$ cat src/rtl/count_frame_pkg.sv
// Shared types and sizing helpers for the counter-snapshot serial transmitter.
package count_frame_pkg;

    typedef enum logic [2:0] {
        IDLE   = 3'd0,
        START  = 3'd1,
        DATA   = 3'd2,
        PARITY = 3'd3,
        STOP   = 3'd4
    } tx_state_t;

    // Counter width for a range of n values; never narrower than one bit.
    function automatic int cnt_width(input int n);
        return (n <= 1) ? 1 : $clog2(n);
    endfunction

endpackage

$ cat src/rtl/tx_bit_timer.sv
// Free-running bit-period timer; bit_tick marks the last cycle of each bit period.
module tx_bit_timer
    import count_frame_pkg::*;
#(
    parameter int CLKS_PER_BIT = 4
) (
    input  logic clk,
    input  logic rst,
    input  logic clear,
    output logic bit_tick
);

    localparam int TW = cnt_width(CLKS_PER_BIT);
    localparam logic [TW-1:0] LAST = TW'(CLKS_PER_BIT - 1);

    logic [TW-1:0] cnt_q, cnt_d;

    assign bit_tick = (cnt_q == LAST);

    always_comb begin
        cnt_d = cnt_q + TW'(1);
        if (clear || bit_tick) cnt_d = '0;
    end

    always_ff @(posedge clk) begin
        if (rst) cnt_q <= '0;
        else     cnt_q <= cnt_d;
    end

endmodule

$ cat src/rtl/count_frame_tx.sv
// Serialises a WIDTH-bit counter snapshot into a UART-style frame:
// start(0), data LSB first, optional even parity, stop(1).
module count_frame_tx
    import count_frame_pkg::*;
#(
    parameter int WIDTH        = 16,
    parameter int CLKS_PER_BIT = 4,
    parameter int PARITY_EN    = 0
) (
    input  logic             clk,
    input  logic             rst,
    input  logic             in_valid,
    output logic             in_ready,
    input  logic [WIDTH-1:0] in_data,
    output logic             tx,
    output logic             busy,
    output logic             frame_done
);

    localparam int IW = cnt_width(WIDTH + 1);
    localparam logic [IW-1:0] LAST_IDX = IW'(WIDTH - 1);

    tx_state_t        state_q, state_d;
    logic [WIDTH-1:0] shift_q, shift_d;
    logic             par_q, par_d;
    logic [IW-1:0]    idx_q, idx_d;
    logic             bit_tick;
    logic             timer_clear;

    // Timer restarts on every state entry and is held at zero while idle.
    assign timer_clear = (state_q == IDLE) || (state_d != state_q);

    tx_bit_timer #(
        .CLKS_PER_BIT(CLKS_PER_BIT)
    ) u_timer (
        .clk     (clk),
        .rst     (rst),
        .clear   (timer_clear),
        .bit_tick(bit_tick)
    );

    always_ff @(posedge clk) begin
        if (rst) begin
            state_q <= IDLE;
            shift_q <= '0;
            par_q   <= 1'b0;
            idx_q   <= '0;
        end else begin
            state_q <= state_d;
            shift_q <= shift_d;
            par_q   <= par_d;
            idx_q   <= idx_d;
        end
    end

    always_comb begin
        state_d = state_q;
        case (state_q)
            IDLE:    if (in_valid) state_d = START;
            START:   if (bit_tick) state_d = DATA;
            DATA:    if (bit_tick && idx_q == LAST_IDX)
                         state_d = (PARITY_EN != 0) ? PARITY : STOP;
            PARITY:  if (bit_tick) state_d = STOP;
            STOP:    if (bit_tick) state_d = IDLE;
            default: state_d = IDLE;
        endcase
    end

    // Word and its parity are captured once on accept; later in_data is ignored.
    always_comb begin
        shift_d = shift_q;
        par_d   = par_q;
        idx_d   = idx_q;
        if (state_q == IDLE && in_valid) begin
            shift_d = in_data;
            par_d   = ^in_data;
            idx_d   = '0;
        end else if (state_q == DATA && bit_tick) begin
            shift_d = shift_q >> 1;
            idx_d   = idx_q + IW'(1);
        end
    end

    always_comb begin
        in_ready   = (state_q == IDLE);
        busy       = (state_q != IDLE);
        frame_done = (state_q == STOP) && bit_tick && !rst;
        case (state_q)
            START:   tx = 1'b0;
            DATA:    tx = shift_q[0];
            PARITY:  tx = par_q;
            default: tx = 1'b1;
        endcase
    end

endmodule

$ cat config.mk
export PLATFORM = sky130hd
export DESIGN_NAME = count_frame_tx
export DESIGN_NICKNAME = d
export VERILOG_FILES = /design/src/rtl/count_frame_pkg.sv /design/src/rtl/tx_bit_timer.sv /design/src/rtl/count_frame_tx.sv
export SDC_FILE = /design/constraint.sdc
export NUM_CORES = 1
export LEC_CHECK = 0
export CORE_MARGIN = 2
export CORE_UTILIZATION = 50
export CTS_CLUSTER_SIZE = 24
export DETAILED_ROUTE_END_ITERATION = 8
export GPL_ROUTABILITY_DRIVEN = 0
export PLACE_DENSITY = 0.75
export SLEW_MARGIN = 20
export SYNTH_ARGS = -nofsm -noshare
export SYNTH_HDL_FRONTEND = slang
export SYNTH_SLANG_ARGS = --single-unit
$ cat constraint.sdc
create_clock -name clk -period 4.7 [get_ports clk]
set_input_delay 0.47 -clock clk [delete_from_list [all_inputs] [get_ports clk]]
set_output_delay 0.47 -clock clk [all_outputs]
set_load 0.02 [all_outputs]
== After elaboration in Yosys (flattened, before gate mapping) ==
Cells that the tools add are included.
W data, S select, Z words.
Word-level totals
  word-level logic and storage cells: 37
  flip-flop bits (word level): 27
Operators by class
  muxes and demuxes: 9
  reductions and logical operators: 14
  equality and inequality tests: 7
  $add $sub $neg: 2
Operators by type and width (count)
  $mux W16: 2
  $reduce_xor A16 Y1: 1
  $mux W3: 5
  $pmux W3 S5: 1
  $eq A3 B2 Y1 const B: 2
  $add A5 B1 Y5 const B: 1
  $eq A5 B4 Y1 const B: 1
  $logic_and A1 B1 Y1: 5
  $reduce_or A2 Y1: 2
  $eq A3 B1 Y1 const B: 1
  $eq A3 B3 Y1 const B: 1
  $logic_not A3 Y1: 1
  $ne A3 B3 Y1: 1
  $pmux W1 S3: 1
  $reduce_bool A3 Y1: 1
  $add A2 B1 Y2 const B: 1
  $eq A2 B2 Y1 const B: 1
  $logic_or A1 B1 Y1: 2
  $reduce_bool A2 Y1: 1
  $logic_not A1 Y1: 1

== Logic depth before layout (Yosys ltp) ==
Gate-level depths: netlist of the first run.
  word-level depth: 8
  depth in mapped cells: 8
  depth with buffers taken out: 6

== Cells and area by module ==
A second synthesis of the first run with hierarchy kept.
Second synthesis, totals
  cells, all modules: 165
  area, all modules: 1402.6 um^2
By module, submodules not included
  count_frame_tx: cells each 160, seq. area each 500.5 um^2, times used 1, area each 1322.5 um^2
  tx_bit_timer: cells each 5, seq. area each 40.0 um^2, times used 1, area each 80.1 um^2

== Least setup slack after synthesis of the first run ==
Ideal clock, no wire load.
  path kind: input port to output port
  start point: input port rst
  end point: output port frame_done
  data required time: 4.230 ns
  stages: 3
  path slack: 2.823 ns
  data arrival time: 1.407 ns
  cell sequence: clkbuf_1 -> buf_1 -> nor3b_1
On the way
  longest elaborated chain between the ends: 2
Ends and longest elaborated chain
  start: declaration: line count_frame_tx.sv:11  | input logic rst,
  $logic_not A1 Y1: line count_frame_tx.sv:87  | frame_done = (state_q == STOP) && bit_tick && !rst;
  $logic_and A1 B1 Y1: line count_frame_tx.sv:87
  end: declaration: line count_frame_tx.sv:17  | output logic frame_done
No other way between the ends.

== Worst setup path after layout of the first run ==
Same ends and word-level chain as after synthesis.

==> run_results.csv, run 1 <==
group,metric,value,unit
power_and_ir_drop,peakVddDrop,0.000195,V
timing,hold_viol,0,
synthesis,syn_area,1410,um^2
clock_tree,numCtsBuffers,3,
global_routing,overflow,0,
setup_path,worstReg2RegEnd,"shift_q[8]",
setup_path,crit_type,"in -> out",
drt,drc,0,
synthesis,synth_top_family_by_area,"simple AND/OR/NAND/NOR gates",
clock_tree,clkTransAtPathRegs,0.13,ns
synthesis,synth_mux_area_share,1.42,%
power_and_ir_drop,p_leak,0.000559,uW
setup_path,end_kind,"primary output",
setup_path,critPathMaxStageDelay,0.90,ns
run_status,status,"complete, no violations",
setup_path,cp.depth,3,
clock_tree,ctsHoldBuffers,0,
floorplan,placementRows,19,
clock_tree,cts_htree_levels,1,
timing,setup_violations,0,
drt,vias,1160,
synthesis,synth.distinct_cells,34,
synthesis,syn_nets,187,
synthesis,async_reset_ff_share,0,%
finish,finalNetCount,203,
timing,fin_tns_setup,0,ns
drt,wl_per_cell,12.0,um
synthesis,synth_simple_gate_area_share,24.2,%
floorplan,design.die.area,3270,um^2
global_routing,grt_max_degree,32,
synthesis,synthAdderAreaFrac,2.66,%
setup_path,cp_slowest_cell,"clkdlybuf4s50_1",
clock_tree,cts_setup_buffers,0,
floorplan,start_util,52.1,%
drt,viasPerCell,5.50,
clock_tree,clock_latency,0.32,ns
synthesis,yosys_warnings,0,
floorplan,core,2710,um^2
hold_path,min_from,"u_timer.cnt_q[0]",
finish,final_core_util,59.7,%
synthesis,postSynthAreaPerCell,8.56,um^2
drt,firstDrtPassIters,4,
setup_path,reg2reg_depth,5,
timing,fmax,350,MHz
setup_path,path_buf_inv,2,
drt,drt-total-wl,2540,um
timing,rsz0062_at_grt,"no",
setup_path,crit_family,"buffers and inverters",
setup_path,worstSetupStartpoint,"rst",
setup_path,cp_max_fo,27,
timing,setup_slack,1.84,ns
global_routing,grt_antenna_before_repair,0,
clock_tree,clock_path_buffers,2,
timing,slew_headroom,34.1,%
placed_design,numPortBuffers,22,
synthesis,synth_ff_type,"dfxtp_1",
clock_tree,cts_resized,0,
drt,drt_iter0_markers,61,
setup_path,crit_required,4.23,ns
timing,finClkSkew,0.00546,ns
setup_path,critPathCapture,"frame_done",
clock_tree,tritoncts_num_sinks,27,
floorplan,die_y,57.2,um
setup_path,worstPathCellList,"clkdlybuf4s50_1 -> nor3b_1 -> clkdlybuf4s50_1",
synthesis,synth_compound_area_share,14.7,%
flow_run,maxCapViolations,0,
synthesis,synth-edff-count,0,
drt,ant_nets,0,
finish,drive_gt1_share,7.78,%
placed_design,pre_cts_slack,1.86,ns
timing,fin_crit,2.86,ns
synthesis,synth_xor_area_share,11.2,%
power_and_ir_drop,powerDensity,284,nW/um^2
setup_path,critPathLaunchType,"input pin",
clock_tree,root_buffer,"clkbuf_4",
hold_path,hp-class,"reg -> reg",
setup_path,worstPathArrival,2.39,ns
finish,num_antenna_cells,0,
synthesis,yosys_register_bits,27,
timing,finalCritPeriodShare,60.8,%
floorplan,ios,23,
global_routing,grt_pass1_wl,4520,um
finish,syn2layout_area_growth,14.5,%
synthesis,ys_seq_area_share,38.3,%
global_routing,grt_usage,17.2,%
global_routing,first_global_vias,1091,
synthesis,synth_cells,165,
placed_design,dp_hpwl,1830,um
timing,worst_pin_slew,0.985,ns
floorplan,fp.dieW,57.2,um
clock_tree,cts_tree,"yes",
setup_path,rr_startpoint,"state_q[0]",
setup_path,r2r_slack,2.96,ns
setup_path,critPathMostFrequentCell,"clkdlybuf4s50_1",
timing,final-max-slew-violation-count,0,
-- per-layer routing --
metal	wire length [um]	global-route usage (%)	part of all wire, %
met2	1220	29.6	48
met1	1160	21.4	46
met4	47	6.98	1.9
met3	108	2.95	4.3
met5	0	0	0
-- Yosys cell counts, types with 3 or more instances --
cell      count  share of area, %
a21oi_1       4               1.4
a311oi_1     13               8.1
clkbuf_1      6               1.6
dfxtp_1      27                38
ha_1          3               2.7
inv_1         3              0.80
nand2_1      34               9.0
nor2_1       22               5.8
nor3_1        7               2.5
xnor2_1      14               8.7
xor2_1        4               2.5
-- cells in the final DEF, fill, tap and decap left out, drive strengths merged --
cell type,n
inv,4
and3,2
nor4b,1
mux2i,2
dfxtp,27
buf,1
nor3b,1
a21oi,4
a211oi,1
or3b,1
xnor2,14
clkbuf,4
or2,1
nand2,35
ha,3
o21ai,2
o21bai,1
nand4,1
and2,1
nor2,22
clkdlybuf4s50,22
nand3,1
or3,1
a2111oi,1
a311oi,15
nor3,7
o32a,1
xor2,4
-- worst register-to-register path, stage by stage, from the launching register on --
cell and delay [ns]:
dfxtp_1 0.56, or3_4 0.21, inv_2 0.04, nand2_1 0.41, nand2_1 0.12, a311oi_1 0.31
-- sequential cells by signal (all words and copies together), names as in the netlist --
signal and flops:
shift_q 16, par_q 1, state_q 3, u_timer.cnt_q 2
idx_q 5
-- final cells by class --
class                           instances  area, um^2
Timing Repair Buffer                   23         228
Sequential cell                        27         541
Fill cell                             254        1090
Clock buffer                            4        26.3
Tap cell                               31        38.8
Multi-Input combinational cell        122         769
Inverter                                4        15.0
-- where the power goes --
| group | total, uW | internal [uW] | switching [uW] |
|---|---|---|---|
| clock network | 96.3 | 33.2 | 63.1 |
| logic | 108 | 54.4 | 54.0 |
| registers | 254 | 245 | 9.61 |
| total | 459 | 332 | 127 |
-- stage by stage --
stage	std cells	power (uW)	instance area, um^2	hold slack [ns]
finish	211	459	1620	0.430
global route	211	489	1620	0.477
global placement	207	365	1590	0.408
floorplan	165	341	1410	0.399
detailed placement	207	369	1590	0.420
CTS	211	467	1620	0.439
-- worst min path at each step --
stage,cells after the start,to,slack [ns]
global route,1,u_timer.cnt_q[0],0.48
CTS,1,u_timer.cnt_q[0],0.44
finish,1,u_timer.cnt_q[0],0.43
global placement,1,u_timer.cnt_q[0],0.41
floorplan,1,u_timer.cnt_q[0],0.40
detailed placement,1,u_timer.cnt_q[0],0.42
-- cells by family after synthesis --
kind of cell	Yosys count
and+or+nand+nor	74
DFF	27
AOI/OAI and AO/OA	25
xor gates and xnor gates	18
buffers and inverters	16
adders and majority gates	3
muxes	2
No activity file was read; power rests on OpenSTA's default activity.
==> run 2, diff against run 1 <==
--- a/config.mk
+++ b/config.mk
@@ -6,11 +6,11 @@
 export NUM_CORES = 1
 export LEC_CHECK = 0
 export CORE_MARGIN = 2
-export CORE_UTILIZATION = 50
+export CORE_UTILIZATION = 47
 export CTS_CLUSTER_SIZE = 24
 export DETAILED_ROUTE_END_ITERATION = 8
 export GPL_ROUTABILITY_DRIVEN = 0
-export PLACE_DENSITY = 0.75
+export PLACE_DENSITY = 0.74
 export SLEW_MARGIN = 20
 export SYNTH_ARGS = -nofsm -noshare
 export SYNTH_HDL_FRONTEND = slang
==> constraint.sdc (replaced) <==
create_clock -name clk -period 2.6 [get_ports clk]
set_input_delay 0.26 -clock clk [delete_from_list [all_inputs] [get_ports clk]]
set_output_delay 0.26 -clock clk [all_outputs]
set_load 0.02 [all_outputs]
==> run_results.csv, run 2 (synthesis results as in run 1) <==
group,metric,value,unit
setup_path,worstPathCellList,"inv_1 -> nor3_1 -> a21oi_1 -> or2_2 -> clkdlybuf4s50_1",
timing,finalCritPeriodShare,86.2,%
timing,worst_pin_slew,0.524,ns
finish,regArea,541,um^2
global_routing,grt_usage,16.6,%
timing,final-max-slew-violation-count,0,
floorplan,design.die.area,3460,um^2
clock_tree,tritoncts_num_sinks,27,
power_and_ir_drop,powerDensity,510,nW/um^2
clock_tree,clkTransAtPathRegs,0.13,ns
placed_design,numPortBuffers,22,
timing,hold_viol,0,
setup_path,worstPathArrival,1.98,ns
finish,multiInputGateArea,769,um^2
drt,vias,1160,
timing,setup_violations,0,
floorplan,core,2810,um^2
timing,rsz0062_at_grt,"no",
setup_path,worstSetupStartpoint,"state_q[1]",
power_and_ir_drop,peakVddDrop,0.000229,V
drt,drc,1,
timing,finClkSkew,0.0124,ns
setup_path,cp_max_fo,7,
floorplan,ios,23,
global_routing,grt_antenna_before_repair,0,
setup_path,rr_startpoint,"state_q[2]",
floorplan,start_util,50.4,%
timing,fmax,446,MHz
global_routing,grt.met3_usage,3.30,%
finish,layout_common_cells,"nand2_1 (34), dfxtp_1 (27), nor2_1 (22), clkdlybuf4s50_1 (22), xnor2_1 (14)",
setup_path,end_kind,"primary output",
run_status,status,"complete, but fails checks",
drt,drt-total-wl,2470,um
finish,final_common_cell,"nand2_1",
hold_path,hp-class,"reg -> reg",
hold_path,min_from,"u_timer.cnt_q[0]",
timing,fin_crit,2.24,ns
floorplan,placementRows,19,
floorplan,fp.dieW,58.8,um
finish,largest_reg_flops,16,
timing,slew_headroom,65.0,%
timing,fin_tns_setup,0,ns
finish,num_antenna_cells,0,
clock_tree,cts_tree,"yes",
power_and_ir_drop,seqPwrFrac,55.1,%
global_routing,overflow,0,
power_and_ir_drop,p_sw,233,uW
global_routing,top_usage_layer,"met2",
power_and_ir_drop,p_leak,0.000572,uW
drt,drt_iter0_markers,27,
setup_path,critPathMaxStageDelay,0.54,ns
power_and_ir_drop,switching_share,27.9,%
power_and_ir_drop,pwr-share-comb,23.7,%
setup_path,cp_slowest_cell,"clkdlybuf4s50_1",
setup_path,crit_type,"reg -> out",
drt,viasPerCell,5.45,
finish,finalNetCount,205,
global_routing,first_global_vias,1128,
global_routing,gr-usage-met2,28.9,%
power_and_ir_drop,intPower,601,uW
run_status,violations,"design-rule violations",
placed_design,dp_hpwl,1830,um
finish,largest-register,"shift_q",
floorplan,die_y,58.8,um
setup_path,critPathLaunchType,"register",
finish,top_regs,"shift_q (16), idx_q (5), state_q (3)",
global_routing,use_met1,19.7,%
clock_tree,clock_path_buffers,2,
clock_tree,root_buffer,"clkbuf_4",
clock_tree,cts_setup_buffers,0,
setup_path,crit_required,2.34,ns
finish,drive_gt1_share,9.34,%
flow_run,maxCapViolations,0,
drt,firstDrtPassIters,6,
timing,worst_hold_slack,0.427,ns
clock_tree,cts_resized,0,
clock_tree,clock_latency,0.32,ns
global_routing,grt_max_degree,27,
clock_tree,cts_htree_levels,1,
drt,ant_nets,0,
power_and_ir_drop,clockPowerShare,21.1,%
global_routing,grt_pass1_wl,4550,um
clock_tree,ctsHoldBuffers,0,
finish,syn2layout_area_growth,15.7,%
finish,fillers,266,
drt,wl_per_cell,11.6,um
clock_tree,numCtsBuffers,3,
-- run 2: changes by cell type in the layout (fill, tap and decap cells not counted), sizes merged --
cell,previous run,this run
clkbuf,4,3
clkinv,0,1
buf,1,3
-- run 2: per-layer routing --
| metal | wire length [um] | up-vias |
|---|---|---|
| li1 | - | 597 |
| met1 | 1140 | 535 |
| met2 | 1180 | 24 |
| met3 | 109 | 4 |
| met4 | 37 | 0 |
| met5 | 0 | - |
-- run 2: worst paths after layout --
kind / end / slack, ns / cells after the start
worst max-delay path: tx / 0.36 / 5
worst min-delay path: u_timer.cnt_q[0] / 0.43 / 1
worst max register to register: shift_q[1] / 0.91 / 5
worst min register to register: u_timer.cnt_q[0] / 0.43 / 1
-- run 2: area by class of cell --
cell class                      instances  area share, %
Inverter                                4          0.919
Multi-Input combinational cell        122           47.1
Clock buffer                            3           1.38
Clock inverter                          1          0.306
Sequential cell                        27           33.1
Tap cell                               31           2.37
Timing Repair Buffer                   25           14.9
-- run 2: critical path: cells and delay by family (launching register included) --
| family | cells | cell delay (ns) |
|---|---|---|
| flip-flops | 1 | 0.47 |
| AO/OA/AOI/OAI | 1 | 0.06 |
| buffers and inverters | 2 | 0.68 |
| AND/OR/NAND/NOR | 2 | 0.47 |
-- run 2: metrics by stage --
stage                     cell area (um^2)  power (uW)  setup slack, ns  cells  utilization (%)
final                                 1630         833            0.359    213             58.3
after global routing                  1630         890            0.212    213             58.3
after floorplan                       1410         616            0.881    165                -
after global placement                1610         664            0.781    209             57.3
after detailed placement              1610         669            0.705    209             57.3
after CTS                             1630         841            0.351    213             58.3
-- run 2: power groups by stage --
| stage | Clock, uW | Combinational [uW] | Sequential (uW) |
|---|---|---|---|
| 6_report | 176 | 198 | 460 |
| 5_1_grt | 202 | 223 | 465 |
| 4_1_cts | 181 | 201 | 460 |
| 3_5_place_dp | 0 | 200 | 469 |
| 3_3_place_gp | 0 | 196 | 468 |
| 2_1_floorplan | 0 | 154 | 462 |
